File: src/rtl/gerador_pkg.sv
// gerador_pkg: shared definitions for the sequence-memory game.
//   estado_t      - controller states
//   LFSR_W        - width of the pseudo-random generator
//   LFSR_TAPS     - feedback mask for taps 16,14,13,11 (bits 15,13,12,10)
//   DEFAULT_SEED  - seed used when the player supplies zero
//   lfsr_next()   - one step of the left-shifting Fibonacci LFSR
package gerador_pkg;

   typedef enum logic [2:0] {
      IDLE,
      GERA,
      MOSTRA_ON,
      MOSTRA_OFF,
      ESPERA,
      COMPARA,
      VENCEU,
      ERRO
   } estado_t;

   localparam int                LFSR_W       = 16;
   localparam logic [LFSR_W-1:0] LFSR_TAPS    = 16'hB400;
   localparam logic [LFSR_W-1:0] DEFAULT_SEED = 16'hACE1;

   // Shift left, XOR of the tapped bits enters at bit 0.
   function automatic logic [LFSR_W-1:0] lfsr_next(input logic [LFSR_W-1:0] s);
      return {s[LFSR_W-2:0], ^(s & LFSR_TAPS)};
   endfunction

endpackage

File: src/rtl/lfsr_sequencia.sv
// lfsr_sequencia: 16-bit Fibonacci LFSR used to fill the symbol memory.
//   clock       in   system clock
//   reset       in   async active-low reset, state returns to RESET_VALUE
//   load        in   load load_value (has priority over enable)
//   enable      in   advance one step
//   load_value  in   value loaded on load
//   state       out  current LFSR contents
module lfsr_sequencia
   import gerador_pkg::*;
#(
   parameter logic [LFSR_W-1:0] RESET_VALUE = DEFAULT_SEED
) (
   input  logic              clock,
   input  logic              reset,
   input  logic              load,
   input  logic              enable,
   input  logic [LFSR_W-1:0] load_value,
   output logic [LFSR_W-1:0] state
);

   logic [LFSR_W-1:0] state_reg;

   always_ff @(posedge clock or negedge reset) begin
      if (!reset) begin
         state_reg <= RESET_VALUE;
      end else if (load) begin
         state_reg <= load_value;
      end else if (enable) begin
         state_reg <= lfsr_next(state_reg);
      end
   end

   assign state = state_reg;

endmodule

File: src/rtl/gerador_sequencia.sv
// gerador_sequencia: "Simon"-style game controller. Generates a random
// symbol sequence, displays a prefix of it, then checks player input.
//   clock, reset    system clock, async active-low reset
//   iniciar         start/restart request (honoured in IDLE/VENCEU/ERRO)
//   modo            0 = growing sequence, 1 = full sequence every round
//   seed            LFSR seed captured on accepted start (0 -> DEFAULT_SEED)
//   jogada(_valida) player symbol and its one-cycle strobe
//   show_valid/show_symbol  symbol currently lit (symbol 0 when dark)
//   aguardando      waiting for a player symbol
//   rodada          current round length
//   acertou         one-cycle pulse per correct symbol
//   errou/timeout   game lost / lost by inactivity (levels)
//   venceu          full-length sequence reproduced (level)
module gerador_sequencia #(
   parameter int                                 SYM_W          = 2,
   parameter int                                 DEPTH          = 16,
   parameter int                                 ON_CYCLES      = 50_000_000,
   parameter int                                 OFF_CYCLES     = 25_000_000,
   parameter int                                 TIMEOUT_CYCLES = 250_000_000,
   parameter logic [gerador_pkg::LFSR_W-1:0]     DEFAULT_SEED   = gerador_pkg::DEFAULT_SEED
) (
   input  logic                             clock,
   input  logic                             reset,
   input  logic                             iniciar,
   input  logic                             modo,
   input  logic [gerador_pkg::LFSR_W-1:0]   seed,
   input  logic [SYM_W-1:0]                 jogada,
   input  logic                             jogada_valida,
   output logic                             show_valid,
   output logic [SYM_W-1:0]                 show_symbol,
   output logic                             aguardando,
   output logic [$clog2(DEPTH+1)-1:0]       rodada,
   output logic                             acertou,
   output logic                             errou,
   output logic                             timeout,
   output logic                             venceu
);

   import gerador_pkg::*;

   localparam int IDX_W = (DEPTH > 1) ? $clog2(DEPTH) : 1;
   localparam int RND_W = $clog2(DEPTH+1);
   localparam int MAX_A = (ON_CYCLES > OFF_CYCLES) ? ON_CYCLES : OFF_CYCLES;
   localparam int MAX_T = (MAX_A > TIMEOUT_CYCLES) ? MAX_A : TIMEOUT_CYCLES;
   localparam int TMR_W = $clog2(MAX_T + 1);

   estado_t           state_reg,   state_next;
   logic [IDX_W-1:0]  idx_reg,     idx_next;
   logic [TMR_W-1:0]  timer_reg,   timer_next;
   logic [RND_W-1:0]  rodada_reg,  rodada_next;
   logic              modo_reg,    modo_next;
   logic [SYM_W-1:0]  jogada_reg,  jogada_next;
   logic              timeout_reg, timeout_next;

   logic [SYM_W-1:0]  mem [DEPTH];
   logic [SYM_W-1:0]  mem_rd;

   logic [LFSR_W-1:0] lfsr_state;
   logic [LFSR_W-1:0] lfsr_seed;
   logic              lfsr_load;
   logic              lfsr_enable;
   logic              unused_lfsr_bits;

   logic              aceita_inicio;
   logic              ultimo_idx;
   logic              match;

   // ---------------------------------------------------------------- LFSR
   assign aceita_inicio = iniciar &&
                          (state_reg == IDLE || state_reg == VENCEU || state_reg == ERRO);
   assign lfsr_seed     = (seed == '0) ? DEFAULT_SEED : seed;
   assign lfsr_load     = aceita_inicio;
   assign lfsr_enable   = (state_reg == GERA);

   lfsr_sequencia #(
      .RESET_VALUE (DEFAULT_SEED)
   ) u_lfsr (
      .clock      (clock),
      .reset      (reset),
      .load       (lfsr_load),
      .enable     (lfsr_enable),
      .load_value (lfsr_seed),
      .state      (lfsr_state)
   );

   // Only the low bits become symbols; the rest just carry LFSR history.
   assign unused_lfsr_bits = ^lfsr_state[LFSR_W-1:SYM_W];

   // ------------------------------------------------------- symbol memory
   // Contents survive reset; GERA rewrites every entry before any read.
   always_ff @(posedge clock) begin
      if (state_reg == GERA) begin
         mem[idx_reg] <= lfsr_state[SYM_W-1:0];
      end
   end

   assign mem_rd     = mem[idx_reg];
   assign ultimo_idx = (RND_W'(idx_reg) == rodada_reg - RND_W'(1));
   assign match      = (jogada_reg == mem_rd);

   // ---------------------------------------------------------- registers
   always_ff @(posedge clock or negedge reset) begin
      if (!reset) begin
         state_reg   <= IDLE;
         idx_reg     <= '0;
         timer_reg   <= '0;
         rodada_reg  <= '0;
         modo_reg    <= 1'b0;
         jogada_reg  <= '0;
         timeout_reg <= 1'b0;
      end else begin
         state_reg   <= state_next;
         idx_reg     <= idx_next;
         timer_reg   <= timer_next;
         rodada_reg  <= rodada_next;
         modo_reg    <= modo_next;
         jogada_reg  <= jogada_next;
         timeout_reg <= timeout_next;
      end
   end

   // ------------------------------------------------- next-state logic
   always_comb begin
      state_next   = state_reg;
      idx_next     = idx_reg;
      timer_next   = timer_reg;
      rodada_next  = rodada_reg;
      modo_next    = modo_reg;
      jogada_next  = jogada_reg;
      timeout_next = timeout_reg;

      case (state_reg)
         IDLE, VENCEU, ERRO: begin
            if (iniciar) begin
               state_next   = GERA;
               idx_next     = '0;
               timer_next   = '0;
               modo_next    = modo;
               rodada_next  = modo ? RND_W'(DEPTH) : RND_W'(1);
               timeout_next = 1'b0;
            end
         end

         // idx doubles as the write pointer while filling the memory.
         GERA: begin
            if (idx_reg == IDX_W'(DEPTH-1)) begin
               state_next = MOSTRA_ON;
               idx_next   = '0;
               timer_next = '0;
            end else begin
               idx_next = idx_reg + IDX_W'(1);
            end
         end

         MOSTRA_ON: begin
            if (timer_reg == TMR_W'(ON_CYCLES-1)) begin
               state_next = MOSTRA_OFF;
               timer_next = '0;
            end else begin
               timer_next = timer_reg + TMR_W'(1);
            end
         end

         MOSTRA_OFF: begin
            if (timer_reg == TMR_W'(OFF_CYCLES-1)) begin
               timer_next = '0;
               if (ultimo_idx) begin
                  state_next = ESPERA;
                  idx_next   = '0;
               end else begin
                  state_next = MOSTRA_ON;
                  idx_next   = idx_reg + IDX_W'(1);
               end
            end else begin
               timer_next = timer_reg + TMR_W'(1);
            end
         end

         // A strobe on the last allowed cycle still counts as an input.
         ESPERA: begin
            if (jogada_valida) begin
               state_next  = COMPARA;
               jogada_next = jogada;
            end else if (timer_reg == TMR_W'(TIMEOUT_CYCLES-1)) begin
               state_next   = ERRO;
               timeout_next = 1'b1;
            end else begin
               timer_next = timer_reg + TMR_W'(1);
            end
         end

         COMPARA: begin
            timer_next = '0;
            if (!match) begin
               state_next = ERRO;
            end else if (!ultimo_idx) begin
               state_next = ESPERA;
               idx_next   = idx_reg + IDX_W'(1);
            end else if (rodada_reg == RND_W'(DEPTH)) begin
               state_next = VENCEU;
            end else begin
               state_next = MOSTRA_ON;
               idx_next   = '0;
               if (!modo_reg) begin
                  rodada_next = rodada_reg + RND_W'(1);
               end
            end
         end

         default: begin
            state_next = IDLE;
         end
      endcase
   end

   // ------------------------------------------------------------ outputs
   // acertou/errou are decoded during COMPARA so they appear the cycle
   // right after the player's strobe; errou then stays high in ERRO.
   assign show_valid  = (state_reg == MOSTRA_ON);
   assign show_symbol = show_valid ? mem_rd : '0;
   assign aguardando  = (state_reg == ESPERA);
   assign rodada      = rodada_reg;
   assign acertou     = (state_reg == COMPARA) && match;
   assign errou       = (state_reg == ERRO) || ((state_reg == COMPARA) && !match);
   assign timeout     = timeout_reg;
   assign venceu      = (state_reg == VENCEU);

endmodule

File: config.mk
export PLATFORM = sky130hd
export DESIGN_NAME = gerador_sequencia
export DESIGN_NICKNAME = d
export VERILOG_FILES = /design/src/rtl/gerador_pkg.sv /design/src/rtl/lfsr_sequencia.sv /design/src/rtl/gerador_sequencia.sv
export SDC_FILE = /design/constraint.sdc
export NUM_CORES = 1
export LEC_CHECK = 0
export BUFFER_PORTS_ARGS = -buffer_cell sky130_fd_sc_hd__clkbuf_2
export CAP_MARGIN = 15
export CORE_MARGIN = 2
export CORE_UTILIZATION = 40
export CTS_BUF_LIST = sky130_fd_sc_hd__clkbuf_16
export DETAILED_ROUTE_END_ITERATION = 10
export PLACE_DENSITY_LB_ADDON = 0.25
export RECOVER_POWER = 100
export SKIP_CTS_REPAIR_TIMING = 1
export SLEW_MARGIN = 15
export SYNTH_ARGS = -nofsm -noshare
export SYNTH_HDL_FRONTEND = slang
export SYNTH_SLANG_ARGS = --single-unit
File: constraint.sdc
create_clock -name clock -period 2.4 [get_ports clock]
set_input_delay 0.36 -clock clock [delete_from_list [all_inputs] [get_ports clock]]
set_output_delay 0.36 -clock clock [all_outputs]
set_load 0.005 [all_outputs]
* After elaboration in Yosys (flattened, before gate mapping)
Memory sizes are Yosys's and may differ from the RTL's. Cells that the tools add are included.
Cells by class: eq/ne operators 27, muxes and demuxes 43, add/subtract/negate cells 4, reductions and logical operators 22
Operators with widths (count):
- 2-to-1 mux 28 bit | 6
- case mux 28 bit (6 select lines) | 1
- 2-to-1 mux 16 bit | 3
- 2-to-1 mux 3 bit | 10
- 2-to-1 mux 5 bit | 6
- adder 28 x 1 -> 28 bit, second input constant | 1
- == test 28 x 25 -> 1 bit, second input constant | 1
- == test 28 x 26 -> 1 bit, second input constant | 1
- == test 28 bit, second input constant | 1
- 2-to-1 mux 4 bit | 7
- case mux 3 bit (6 select lines) | 1
- logical NOT 16 bit | 1
- inequality test 2 bit, second input constant | 8
- case mux 4 bit (4 select lines) | 1
- XOR reduction 16 bit | 1
- == test 3 bit, second input constant | 4
- case mux 5 bit (2 select lines) | 1
- AND reduction 5 bit | 2
- AND reduction 4 bit | 2
- == test 3 x 2 -> 1 bit, second input constant | 2
- inequality test 2 x 1 -> 1 bit, second input constant | 3
- AND reduction 6 bit | 1
- nonzero test 2 bit | 3
- adder 5 x 1 -> 5 bit, second input constant | 1
- 19 further kinds | 28
Storage, ports and cells: memories kept 1, bits in writable memories 32, register bits 60, logic and storage cells 105
Memory list:
- mem | words 16, bits a word 2, read ports 1, clocked after memory_dff 0, write ports 1, RTL line gerador_sequencia.sv:55 | logic [SYM_W-1:0] mem [DEPTH];

* Depth between registers and ports, before layout
depth after elaboration 6, mapped depth 10, depth with buffers taken out 9

* Modules after synthesis
A second synthesis with hierarchy kept.
Second synthesis, totals: cell total of the unflattened synthesis 493, area, all modules 4996.0 µm²
By module, submodules not included:
- gerador_sequencia | times used 1, area each 4205.3 µm², cells an instance 420
- lfsr_sequencia | times used 1, area each 790.8 µm², cells an instance 73

* Worst setup path before layout
OpenSTA, ideal clock, no wires.
path type register to register, start point register rodada_reg[0] (netlist: rodada[0]), end point register idx_reg[2], required time 2.278 ns, path slack 0.041 ns, stages on the path, launching flop included 10, clock period less this slack 2.359 ns, library setup time 0.122 ns, data arrival time 2.238 ns, cell sequence dfrtp_1 -> inv_1 -> ha_1 -> xnor2_1 -> nor4b_2 -> a22oi_1 -> o311ai_0 -> nor2_1 -> or3_1 -> o2bb2ai_1
Between the ends: cells in the longest elaborated chain, start to end 5
RTL lines:
- start: declaration | RTL line gerador_sequencia.sv:50 | logic [RND_W-1:0] rodada_reg, rodada_next;
- start signal: assignment | RTL line gerador_sequencia.sv:115 | rodada_reg <= rodada_next;
- subtractor 5 x 1 -> 5 bit | RTL line gerador_sequencia.sv:98 | assign ultimo_idx = (RND_W'(idx_reg) == rodada_reg - RND_W'(1));
- == test 4 x 5 -> 1 bit | RTL line gerador_sequencia.sv:98
- 2-to-1 mux 4 bit, on equally long branches | RTL line gerador_sequencia.sv:196, gerador_sequencia.sv:167
- 2-to-1 mux 4 bit, on equally long branches | RTL line gerador_sequencia.sv:194, gerador_sequencia.sv:165
- case mux 4 bit (4 select lines) | RTL line gerador_sequencia.sv:132 | case (state_reg)
- end signal: assignment | RTL line gerador_sequencia.sv:113 | idx_reg <= idx_next;
- end: declaration | RTL line gerador_sequencia.sv:48 | logic [IDX_W-1:0] idx_reg, idx_next;
Parallel ways exist; a longest one is shown, timed or not. The select of a mux whose other input is x is not followed. A chain may end at the register's enable or synchronous reset.

* Worst setup path after layout
start point register idx_reg[1], end point output errou
Between the ends: cells in the longest elaborated chain, start to end 5
RTL lines:
- memory (16 x 2 bit)
- == test 2 bit | RTL line gerador_sequencia.sv:99 | assign match = (jogada_reg == mem_rd);
- logical NOT 1 bit | RTL line gerador_sequencia.sv:224 | assign errou = (state_reg == ERRO) || ((state_reg == COMPARA) && !match);
- logical AND 1 bit | RTL line gerador_sequencia.sv:224
- logical OR 1 bit | RTL line gerador_sequencia.sv:224
- end: declaration | RTL line gerador_sequencia.sv:34 | output logic errou,
No other way between the ends.

==> results_dict.tcl <==
set metrics [dict create \
    cts_tree "done" \
    rsz0062_at_grt "yes" \
    cp.required_ns 2.04 \
    synth-edff-count 32 \
    slew_violations 61 \
    final_core_util_pct 51.67 \
    grt_usage_pct 19.56 \
    fin_nets 618 \
    routedWlPerCell_um 16.66 \
    cap_violations 1 \
    synth_top_area_share_pct 26.01 \
    place_hpwl_um 8952 \
    antenna_cells 0 \
    die_h_um 115.8 \
    gp_congestion 0.8535 \
    coreArea_um2 12110 \
    drc 0 \
    setup_ws_ns -0.3320 \
    ctsHtreeMaxLevel 3 \
    syn_inst 497 \
    clk_pin_slew_ns 0.06 \
    grt_first_pass_wirelength_um 20420 \
    max_freq_mhz 366.0 \
    wl_um 12680 \
    synth_common_cells "nor2_1, nand2_1, dfrtp_1, edfxtp_1, xor2_1" \
    clock-sinks 92 \
    grt_pass1_vias 3997 \
    dr.pass1.iters 5 \
    final_layout_size_suffix_gt1_share_pct 28.16 \
    critPathArrivalTime_ns 2.37 \
    drt_iter0_markers 238 \
    rows 40 \
    synth.largest_area_cell "dfrtp_1" \
    ant_nets 0 \
    synth_seq_area_share_pct 49.41 \
    hold_class "in2reg" \
    cts_buffers 9 \
    syn_avg_cell_area_um2 10.07 \
    ir_drop_mv 0.3157 \
    p_total_mw 3.021 \
    port_buffers 35 \
    startpoint_type "flop" \
    cts_root_buffer "clkbuf_16" \
    violations "capacitance limit, slew limit, setup timing" \
    dieWidth_um 115.8 \
    clock_skew_ns 0.006221 \
    relSlewSlack_pct -2.744 \
    fin_crit_sh_pct 113.8 \
    ys_warn_count 0 \
    ios 36 \
    setup_viol 37 \
    syn_area_um2 5004 \
    hold_violations 0 \
    async_reset_ff_share_pct 65.22 \
    synth_cell_types 70 \
    power_leakage_nw 2.603 \
    syn_nets 527 \
    initial_core_util_pct 41.31 \
    cp-end-kind "output port" \
    syn2layout_area_growth_pct 25.08 \
    antenna_found_initial 1 \
    vias_per_cell 5.463 \
    yosysMostFrequentCell "nor2_1" \
    cellPowerDensity_nw_per_um2 482.6 \
    tightest_slew_ns 1.541 \
    synthTopCellsByArea "dfrtp_1, edfxtp_1, nor2_1" \
    clk_latency_ns 0.34 \
    ys_seq_elements 92 \
    largest_reg_flops 32 \
    overflow 0 \
    outcome "finished with violations" \
    path_max_fanout 10 \
    vias 4157 \
    die-area_um2 13420 \
    min_period_ns 2.732 \
    path_class "reg2out" \
    cts_buffer_depth 2 \
    synth_flop_cell "dfrtp_1" \
    grt_max_degree 61 \
]
==> cells in the final DEF (no fill, tap or decap), types with 3 or more instances in the layout <==
master / netlist / final
nand2_1: 61 / 59
clkbuf_16: 0 / 9
nor4_1: 12 / 9
nand2b_1: 6 / 6
o22ai_1: 5 / 5
clkbuf_1: 13 / 11
a31oi_1: 13 / 13
buf_4: 1 / 50
clkbuf_2: 0 / 32
mux4_2: 2 / 6
a22oi_2: 1 / 3
dfstp_2: 8 / 7
inv_1: 13 / 16
edfxtp_1: 32 / 32
nand4_1: 14 / 14
nand3_1: 20 / 20
mux2i_4: 0 / 4
dfrtp_1: 52 / 50
mux2i_1: 12 / 8
a21oi_1: 13 / 13
mux2_2: 3 / 3
and3_1: 5 / 5
ha_1: 7 / 6
xor2_1: 25 / 23
nor3_1: 15 / 13
buf_6: 3 / 6
nor2_1: 73 / 73
o21ai_0: 10 / 8
xnor2_1: 9 / 8
o31ai_2: 0 / 4
==> cells by family (layout without fill, tap and decap cells) <==
| logic type | count (synthesis) | after routing | synth area share (%) |
|---|---|---|---|
| adder cells (fa/ha/maj) | 7 | 7 | 1.750 |
| AO/OA/AOI/OAI | 77 | 77 | 11.08 |
| multiplexers | 21 | 21 | 6.076 |
| AND/OR/NAND/NOR | 230 | 230 | 22.11 |
| flip-flops | 92 | 92 | 49.41 |
| XOR/XNOR | 34 | 34 | 5.952 |
| buffers and inverters | 36 | 132 | 3.626 |
==> power breakdown <==
group          total, mW  internal (mW)  switching (mW)
registers           1.68           1.66          0.0285
logic             0.0844         0.0313          0.0531
clock network       1.25          0.681           0.570
==> path summary, 6_finish.rpt <==
| check | cells past startpoint | slack [ns] | to | startpoint |
|---|---|---|---|---|
| max in group asynchronous | 2 | 0.89 | idx_reg[3] | reset |
| max reg2reg | 9 | -0.14 | timer_reg[10] | state_reg[0] |
| max | 9 | -0.33 | errou | idx_reg[1] |
| min reg2reg | 2 | 0.49 | u_lfsr.state[11] | u_lfsr.state[11] |
| min in group asynchronous | 2 | 0.48 | timer_reg[13] | reset |
| min | 2 | 0.25 | jogada_reg[1] | jogada[1] |
==> worst max-delay path: stages, from the launching register on <==
cell and delay (ns):
dfrtp_1 0.41, buf_12 0.16, buf_4 0.16, mux4_2 0.32, mux2i_4 0.19, mux2i_4 0.13, xor2_2 0.21, o21ai_2 0.22
o21ai_2 0.09, buf_2 0.13
==> area by class of cell <==
type	count	area (um^2)
repair buffers	102	674.4
multi-input cells	369	2590
well taps	168	210.2
flip-flops and latches	92	2475
fillers	1140	5853
inverters	14	52.55
clock inverters	7	31.28
clock buffers	9	225.2
==> per-layer routing <==
layer,wire length [um],track usage [%],vias up
met5,0,0,-
met4,289,8.095,0
met3,628,3.870,22
met2,5756,29.08,116
met1,6004,28.08,2037
li1,-,-,1982
==> per-stage QoR <==
step	hold slack [ns]	setup WS, ns	cell area, um^2	setup TNS [ns]	std cells
after floorplan	0.06441	0.04077	5004	0	497
after global placement	0.4660	-0.1446	5700	-1.067	735
after detailed placement	0.4800	-0.2464	5700	-2.419	735
after CTS	0.2115	-0.6307	5957	-4.159	751
after global routing	0.2624	-0.4210	6259	-8.545	761
final	0.2549	-0.3320	6259	-2.615	761
(Power assumes the default switching activity.)
